$ cat src/rtl/taylor_pkg.sv
// Shared Q-format defaults, coefficient type and default exp(x) coefficient table for the
// Horner evaluator.
package taylor_pkg;

  localparam int unsigned DEF_WIDTHIN  = 16;
  localparam int unsigned DEF_FRAC_IN  = 14;
  localparam int unsigned DEF_WIDTHOUT = 32;
  localparam int unsigned DEF_FRAC_OUT = 25;
  localparam int unsigned DEF_NTERMS   = 6;

  typedef logic [DEF_WIDTHIN-1:0] coeff_t;

  // a_k of exp(x) in Q2.14, index 5 (1/120) down to index 0 (1)
  localparam coeff_t [DEF_NTERMS-1:0] EXP_COEFFS = {
    16'h0088, 16'h02AA, 16'h0AAA, 16'h2000, 16'h4000, 16'h4000
  };

  // Zero-extended coefficient moved into the accumulator's binary point; caller truncates.
  function automatic logic [63:0] align_coeff(input logic [63:0] coeff, input int unsigned shift);
    return coeff << shift;
  endfunction

endpackage

$ cat src/rtl/horner_stage.sv
// One registered Horner step: acc = MUL(prev_acc, prev_x) + aligned coefficient.
// Saturating arithmetic is selected with the TAYLOR_SAT_EN macro.
module horner_stage
  import taylor_pkg::*;
#(
  parameter int unsigned          WIDTHIN  = DEF_WIDTHIN,
  parameter int unsigned          FRAC_IN  = DEF_FRAC_IN,
  parameter int unsigned          WIDTHOUT = DEF_WIDTHOUT,
  parameter int unsigned          FRAC_OUT = DEF_FRAC_OUT,
  parameter logic [WIDTHIN-1:0]   COEFF    = '0
) (
  input  logic                clk,
  input  logic                reset,
  input  logic                en,
  input  logic [WIDTHIN-1:0]  prev_x,
  input  logic [WIDTHOUT-1:0] prev_acc,
  input  logic                prev_valid,
  output logic [WIDTHIN-1:0]  x,
  output logic [WIDTHOUT-1:0] acc,
  output logic                valid
);

  localparam int unsigned ProdW = WIDTHOUT + WIDTHIN;
  localparam logic [WIDTHOUT-1:0] CoeffAligned =
      WIDTHOUT'(align_coeff(64'(COEFF), FRAC_OUT - FRAC_IN));

  logic [ProdW-1:0]    prod;
  logic [WIDTHOUT-1:0] mul;
  logic [WIDTHOUT-1:0] acc_d;

  assign prod = ProdW'(prev_acc) * ProdW'(prev_x);

`ifdef TAYLOR_SAT_EN
  logic [WIDTHOUT:0] sum;
  logic              unused_prod_lsbs;

  always_comb begin
    mul = prod[FRAC_IN+WIDTHOUT-1:FRAC_IN];
    if (|prod[ProdW-1:FRAC_IN+WIDTHOUT]) begin
      mul = '1;
    end
    sum   = {1'b0, mul} + {1'b0, CoeffAligned};
    acc_d = sum[WIDTHOUT] ? '1 : sum[WIDTHOUT-1:0];
  end

  assign unused_prod_lsbs = ^prod[FRAC_IN-1:0];
`else
  logic unused_prod_bits;

  always_comb begin
    mul   = prod[FRAC_IN+WIDTHOUT-1:FRAC_IN];
    acc_d = mul + CoeffAligned;
  end

  // Truncation: integer overflow bits and sub-LSB bits are dropped by design
  assign unused_prod_bits = ^{prod[ProdW-1:FRAC_IN+WIDTHOUT], prod[FRAC_IN-1:0]};
`endif

  always_ff @(posedge clk or posedge reset) begin
    if (reset) begin
      x     <= '0;
      acc   <= '0;
      valid <= 1'b0;
    end else if (en) begin
      x     <= prev_x;
      acc   <= acc_d;
      valid <= prev_valid;
    end
  end

endmodule

$ cat src/rtl/taylor_horner_pipe.sv
// Fully pipelined Horner polynomial evaluator, one result per enabled cycle.
// Optional saturating arithmetic: define TAYLOR_SAT_EN.
module taylor_horner_pipe
  import taylor_pkg::*;
#(
  parameter int unsigned                      WIDTHIN  = DEF_WIDTHIN,
  parameter int unsigned                      FRAC_IN  = DEF_FRAC_IN,
  parameter int unsigned                      WIDTHOUT = DEF_WIDTHOUT,
  parameter int unsigned                      FRAC_OUT = DEF_FRAC_OUT,
  parameter int unsigned                      NTERMS   = DEF_NTERMS,
  parameter logic [NTERMS-1:0][WIDTHIN-1:0]   COEFFS   = EXP_COEFFS
) (
  input  logic                clk,
  input  logic                reset,
  input  logic                i_valid,
  input  logic                i_ready,
  output logic                o_valid,
  output logic                o_ready,
  input  logic [WIDTHIN-1:0]  i_x,
  output logic [WIDTHOUT-1:0] o_y
);

  localparam logic [WIDTHOUT-1:0] Acc0Init =
      WIDTHOUT'(align_coeff(64'(COEFFS[NTERMS-1]), FRAC_OUT - FRAC_IN));

  logic                en;
  logic [WIDTHIN-1:0]  x0_q;
  logic [WIDTHOUT-1:0] acc0_q;
  logic                v0_q;

  logic [WIDTHIN-1:0]  x_pipe   [NTERMS];
  logic [WIDTHOUT-1:0] acc_pipe [NTERMS];
  logic                v_pipe   [NTERMS];
  logic                unused_last_x;

  // Downstream ready doubles as the pipeline enable: a stall freezes every stage
  assign en      = i_ready;
  assign o_ready = i_ready;

  always_ff @(posedge clk or posedge reset) begin
    if (reset) begin
      x0_q   <= '0;
      acc0_q <= '0;
      v0_q   <= 1'b0;
    end else if (en) begin
      x0_q   <= i_x;
      acc0_q <= Acc0Init;
      v0_q   <= i_valid;
    end
  end

  assign x_pipe[0]   = x0_q;
  assign acc_pipe[0] = acc0_q;
  assign v_pipe[0]   = v0_q;

  for (genvar s = 1; s < NTERMS; s++) begin : g_stage
    horner_stage #(
      .WIDTHIN  (WIDTHIN),
      .FRAC_IN  (FRAC_IN),
      .WIDTHOUT (WIDTHOUT),
      .FRAC_OUT (FRAC_OUT),
      .COEFF    (COEFFS[NTERMS-1-s])
    ) u_stage (
      .clk        (clk),
      .reset      (reset),
      .en         (en),
      .prev_x     (x_pipe[s-1]),
      .prev_acc   (acc_pipe[s-1]),
      .prev_valid (v_pipe[s-1]),
      .x          (x_pipe[s]),
      .acc        (acc_pipe[s]),
      .valid      (v_pipe[s])
    );
  end

  assign unused_last_x = ^x_pipe[NTERMS-1];

  assign o_valid = v_pipe[NTERMS-1] & i_ready;
  assign o_y     = acc_pipe[NTERMS-1];

endmodule
$ cat config.mk
export PLATFORM = sky130hd
export DESIGN_NAME = taylor_horner_pipe
export DESIGN_NICKNAME = d
export VERILOG_FILES = /design/src/rtl/taylor_pkg.sv /design/src/rtl/horner_stage.sv /design/src/rtl/taylor_horner_pipe.sv
export SDC_FILE = /design/constraint.sdc
export NUM_CORES = 2
export LEC_CHECK = 0
export CAP_MARGIN = 10
export CORE_MARGIN = 8
export CORE_UTILIZATION = 30
export DETAILED_ROUTE_END_ITERATION = 8
export HOLD_SLACK_MARGIN = 0.06
export MAX_ROUTING_LAYER = met4
export PLACE_DENSITY = 0.53
export RECOVER_POWER = 100
export SYNTH_ARGS = -nofsm -noshare
export SYNTH_HDL_FRONTEND = slang
export SYNTH_SLANG_ARGS = --single-unit
$ cat constraint.sdc
create_clock -name clk -period 8 [get_ports clk]
set_clock_uncertainty 0.1 [all_clocks]
set_input_delay 1.6 -clock clk [delete_from_list [all_inputs] [get_ports clk]]
set_output_delay 1.6 -clock clk [all_outputs]
set_load 0.02 [all_outputs]
==> run_results.csv <==
group,metric,value,unit
sta,fin_ws,-0.00958,ns
worst_setup_path,critical_path_class,"flip-flop to flip-flop",
outcome,violations,"max-capacitance violations, max-slew violations, negative setup slack",
yosys,ys_warn_count,0,
clock_network,clk_pin_slew,0.07,ns
routing,first_iter_violations,2419,
grt,grt_pass1_wl,293,mm
clock_network,numCtsBuffers,31,
layout,drive_above_1_share,9.77,%
yosys,synthAdderAreaFrac,53.6,%
worst_hold_path,hold_class,"flip-flop to flip-flop",
worst_hold_path,hold_start,"g_stage[5].u_stage.acc[2]",
routing,drtAntennaViolNets,0,
floorplanning,top_level_ports,54,
run,cap_violations,5,
yosys,synth_xor_area_share,2.20,%
placement,dpl.hpwl,145,mm
grt,overflow,0,
yosys,syn_avg_cell_area,9.14,um^2
grt,grt_usage,15.7,%
sta,max_freq,125,MHz
worst_setup_path,reg2reg_from,"g_stage[4].u_stage.x[1]",
yosys,synth_compound_area_share,4.66,%
worst_setup_path,startpoint_type,"flip-flop",
placement,gp_congestion,0.882,
layout,nets,9278,
worst_setup_path,reg2reg_to,"g_stage[5].u_stage.acc[31]",
floorplanning,start_util,30.2,%
yosys,synth_seq_area_share,8.81,%
routing,routedWlPerCell,17.3,um
yosys,synth.distinct_cells,87,
placement,numPortBuffers,53,
clock_network,cts_hold_buf,0,
grt,antenna_found_initial,2,
worst_setup_path,path_max_fanout,3,
clock_network,cts_root_buf,"clkbuf_16",
routing,viasPerCell,4.63,
floorplanning,die_height,486,um
yosys,synth-seq-cells,233,
yosys,synth_ff_type,"dfrtp_1",
worst_setup_path,rrSetupSlack,-0.01,ns
layout,final_area,0.0730,mm^2
worst_setup_path,critPathArrivalTime,8.44,ns
routing,vias,47300,
sta,rsz0062_at_grt,"yes",
clock_network,clockBufferDepth,3,
sta,slew_viol_final,354,
routing,wl,177,mm
worst_setup_path,slowest_stage,"fa_1",
worst_setup_path,cpPeakStageDelay,0.54,ns
grt,grt_max_degree,130,
clock_network,clock-sinks,233,
clock_network,clk_latency,0.64,ns
routing,drc,0,
sta,setup_viol,1,
worst_setup_path,r2r_cells,33,
clock_network,htree_levels,1,
routing,drtPass1Iterations,6,
yosys,yosys-mux-area-fraction,3.25,%
grt,grt_pass1_vias,53100,
sta,slew_headroom,-180,%
sta,fin_crit,8.01,ns
yosys,synth-simple-area-share,15.9,%
placement,dpl-instance-area,0.0715,mm^2
layout,area_growth,10.2,%
floorplanning,die-area,0.236,mm^2
yosys,synth_top_family_by_area,"adder cells",
clock_network,cts_tree,"done",
sta,hold_viol_final,0,
floorplanning,core,0.220,mm^2
worst_hold_path,hold_depth,1,
outcome,status,"finished, violations left",
worst_setup_path,end_kind,"flip-flop",
worst_setup_path,cpMostUsedCell,"fa_1",
yosys,netlist_area,0.0662,mm^2
sta,fin_crit_sh,100,%
floorplanning,die_w,486,um
worst_hold_path,holdPathEnd,"g_stage[5].u_stage.acc[2]",
yosys,synthCells,7246,
yosys,synth_edf_count,0,
yosys,async_reset_ff_share,100,%
sta,worst_pin_slew,4.20,ns
yosys,postSynthNetCount,9216,
worst_setup_path,cp.required,8.43,ns
floorplanning,rows,172,
through the flow:
stage	std cells	setup TNS (ns)	util, %	setup slack [ns]	hold WS [ns]
after detailed placement	10100	-0.660	32.6	-0.441	0.374
after global routing	10200	-0.454	33.2	-0.355	0.415
after global placement	10100	-0.577	32.6	-0.444	0.376
final	10200	-0.00958	33.2	-0.00958	0.378
after floorplan	7246	-0.0547	-	-0.0547	0.348
after CTS	10200	-0.0387	33.1	-0.0387	0.391
worst max path at each step:
stage	endpoint	start	cells after the start
detailed placement	g_stage[5].u_stage.acc[31]	g_stage[4].u_stage.x[4]	30
CTS	g_stage[5].u_stage.acc[31]	g_stage[4].u_stage.x[1]	36
finish	g_stage[5].u_stage.acc[31]	g_stage[4].u_stage.x[1]	33
global route	g_stage[5].u_stage.acc[31]	g_stage[4].u_stage.x[1]	34
global placement	g_stage[5].u_stage.acc[31]	g_stage[4].u_stage.x[4]	30
floorplan	g_stage[5].u_stage.acc[31]	g_stage[4].u_stage.x[1]	32
what timing repair did:
action                     CTS  global route
resized for setup           14            82
pin swaps                    2            29
buffers inserted             1            14
setup endpoints to repair    3            12
critical path: cells and delay by family, from the launching register on:
kind | cells | cell delay (ns)
AOI/OAI and AO/OA | 7 | 1.36
adders and majority gates | 8 | 3.56
muxes | 1 | 0.26
DFF | 1 | 0.40
buffers and inverters | 7 | 0.58
xor gates and xnor gates | 2 | 0.30
and+or+nand+nor | 8 | 1.35
cells in the final DEF, fill, tap and decap left out, types with 8 or more instances in the layout:
cell	netlist	final
and3_1	21	20
clkdlybuf4s50_1	0	17
nor3_1	25	24
a21o_1	69	69
fa_2	0	8
xnor2_1	103	103
fa_1	1473	1465
a31oi_1	16	16
dfrtp_1	233	200
a21oi_1	186	183
buf_12	0	14
nand2b_1	9	9
nor2_1	83	81
and2_1	699	697
o21ai_1	9	13
nand2_1	1241	1237
nand3_1	32	31
o21a_1	14	14
mux2_2	190	189
nand4_1	36	36
buf_4	33	340
clkbuf_16	0	31
dfrtp_2	0	31
o21ai_0	72	66
ha_1	477	473
nor2b_1	19	18
a21oi_2	6	9
inv_1	1620	1617
o21bai_1	18	18
a211oi_1	9	8
o211ai_1	15	15
dlygate4sd3_1	0	35
xor2_1	63	63
synthesized netlist by cell type (all sizes together), types with 25 or more instances:
cell type  count  area (um^2)
xor2          63          552
fa          1473        29500
nand4         36          225
inv         1620         6080
nand3         33          170
xnor2        103          902
clkbuf       349         1310
and2         699         4370
nand2       1241         4660
a21o          69          518
nor3          25          125
a21oi        193         1000
dfrtp        233         5830
mux2         190         2140
ha           477         5970
buf           41          284
nor2          83          312
o21ai         82          414
cells by family (layout without fill, tap and decap cells):
family | Yosys count | count (layout)
and+or+nand+nor | 2214 | 2214
adders and majority gates | 1950 | 1950
AOI/OAI and AO/OA | 482 | 482
other | 0 | 1
DFF | 233 | 233
xor gates and xnor gates | 166 | 166
muxes | 191 | 191
buffers and inverters | 2010 | 2096
routing by layer:
| layer | vias up | wire, um | global-route usage (%) |
|---|---|---|---|
| li1 | 21500 | - | - |
| met5 | - | 0 | - |
| met4 | 0 | 3540 | 2.80 |
| met2 | 948 | 85500 | 26.4 |
| met3 | 202 | 7310 | 1.51 |
| met1 | 24600 | 80200 | 20.9 |
sequential cells by signal, summed over array words and instances (netlist names):
signal,cells
v0_q,1
x0_q,16
g_stage.u_stage.valid,5
acc0_q,1
g_stage.u_stage.x,64
g_stage.u_stage.acc,146
layout make-up:
type / count / area (um^2)
clock inverter: 18 / 190
fill: 22700 / 147000
multi-input combinational: 5003 / 52900
clock buffer: 39 / 876
inverter: 1620 / 6080
timing repair buffer: 419 / 3460
tap: 2871 / 3590
antenna: 1 / 2.50
sequential: 233 / 5880
Power is left out: the tool's default activity adds up to more than one toggle a clock period on the data nets, which glitch-free logic cannot reach.
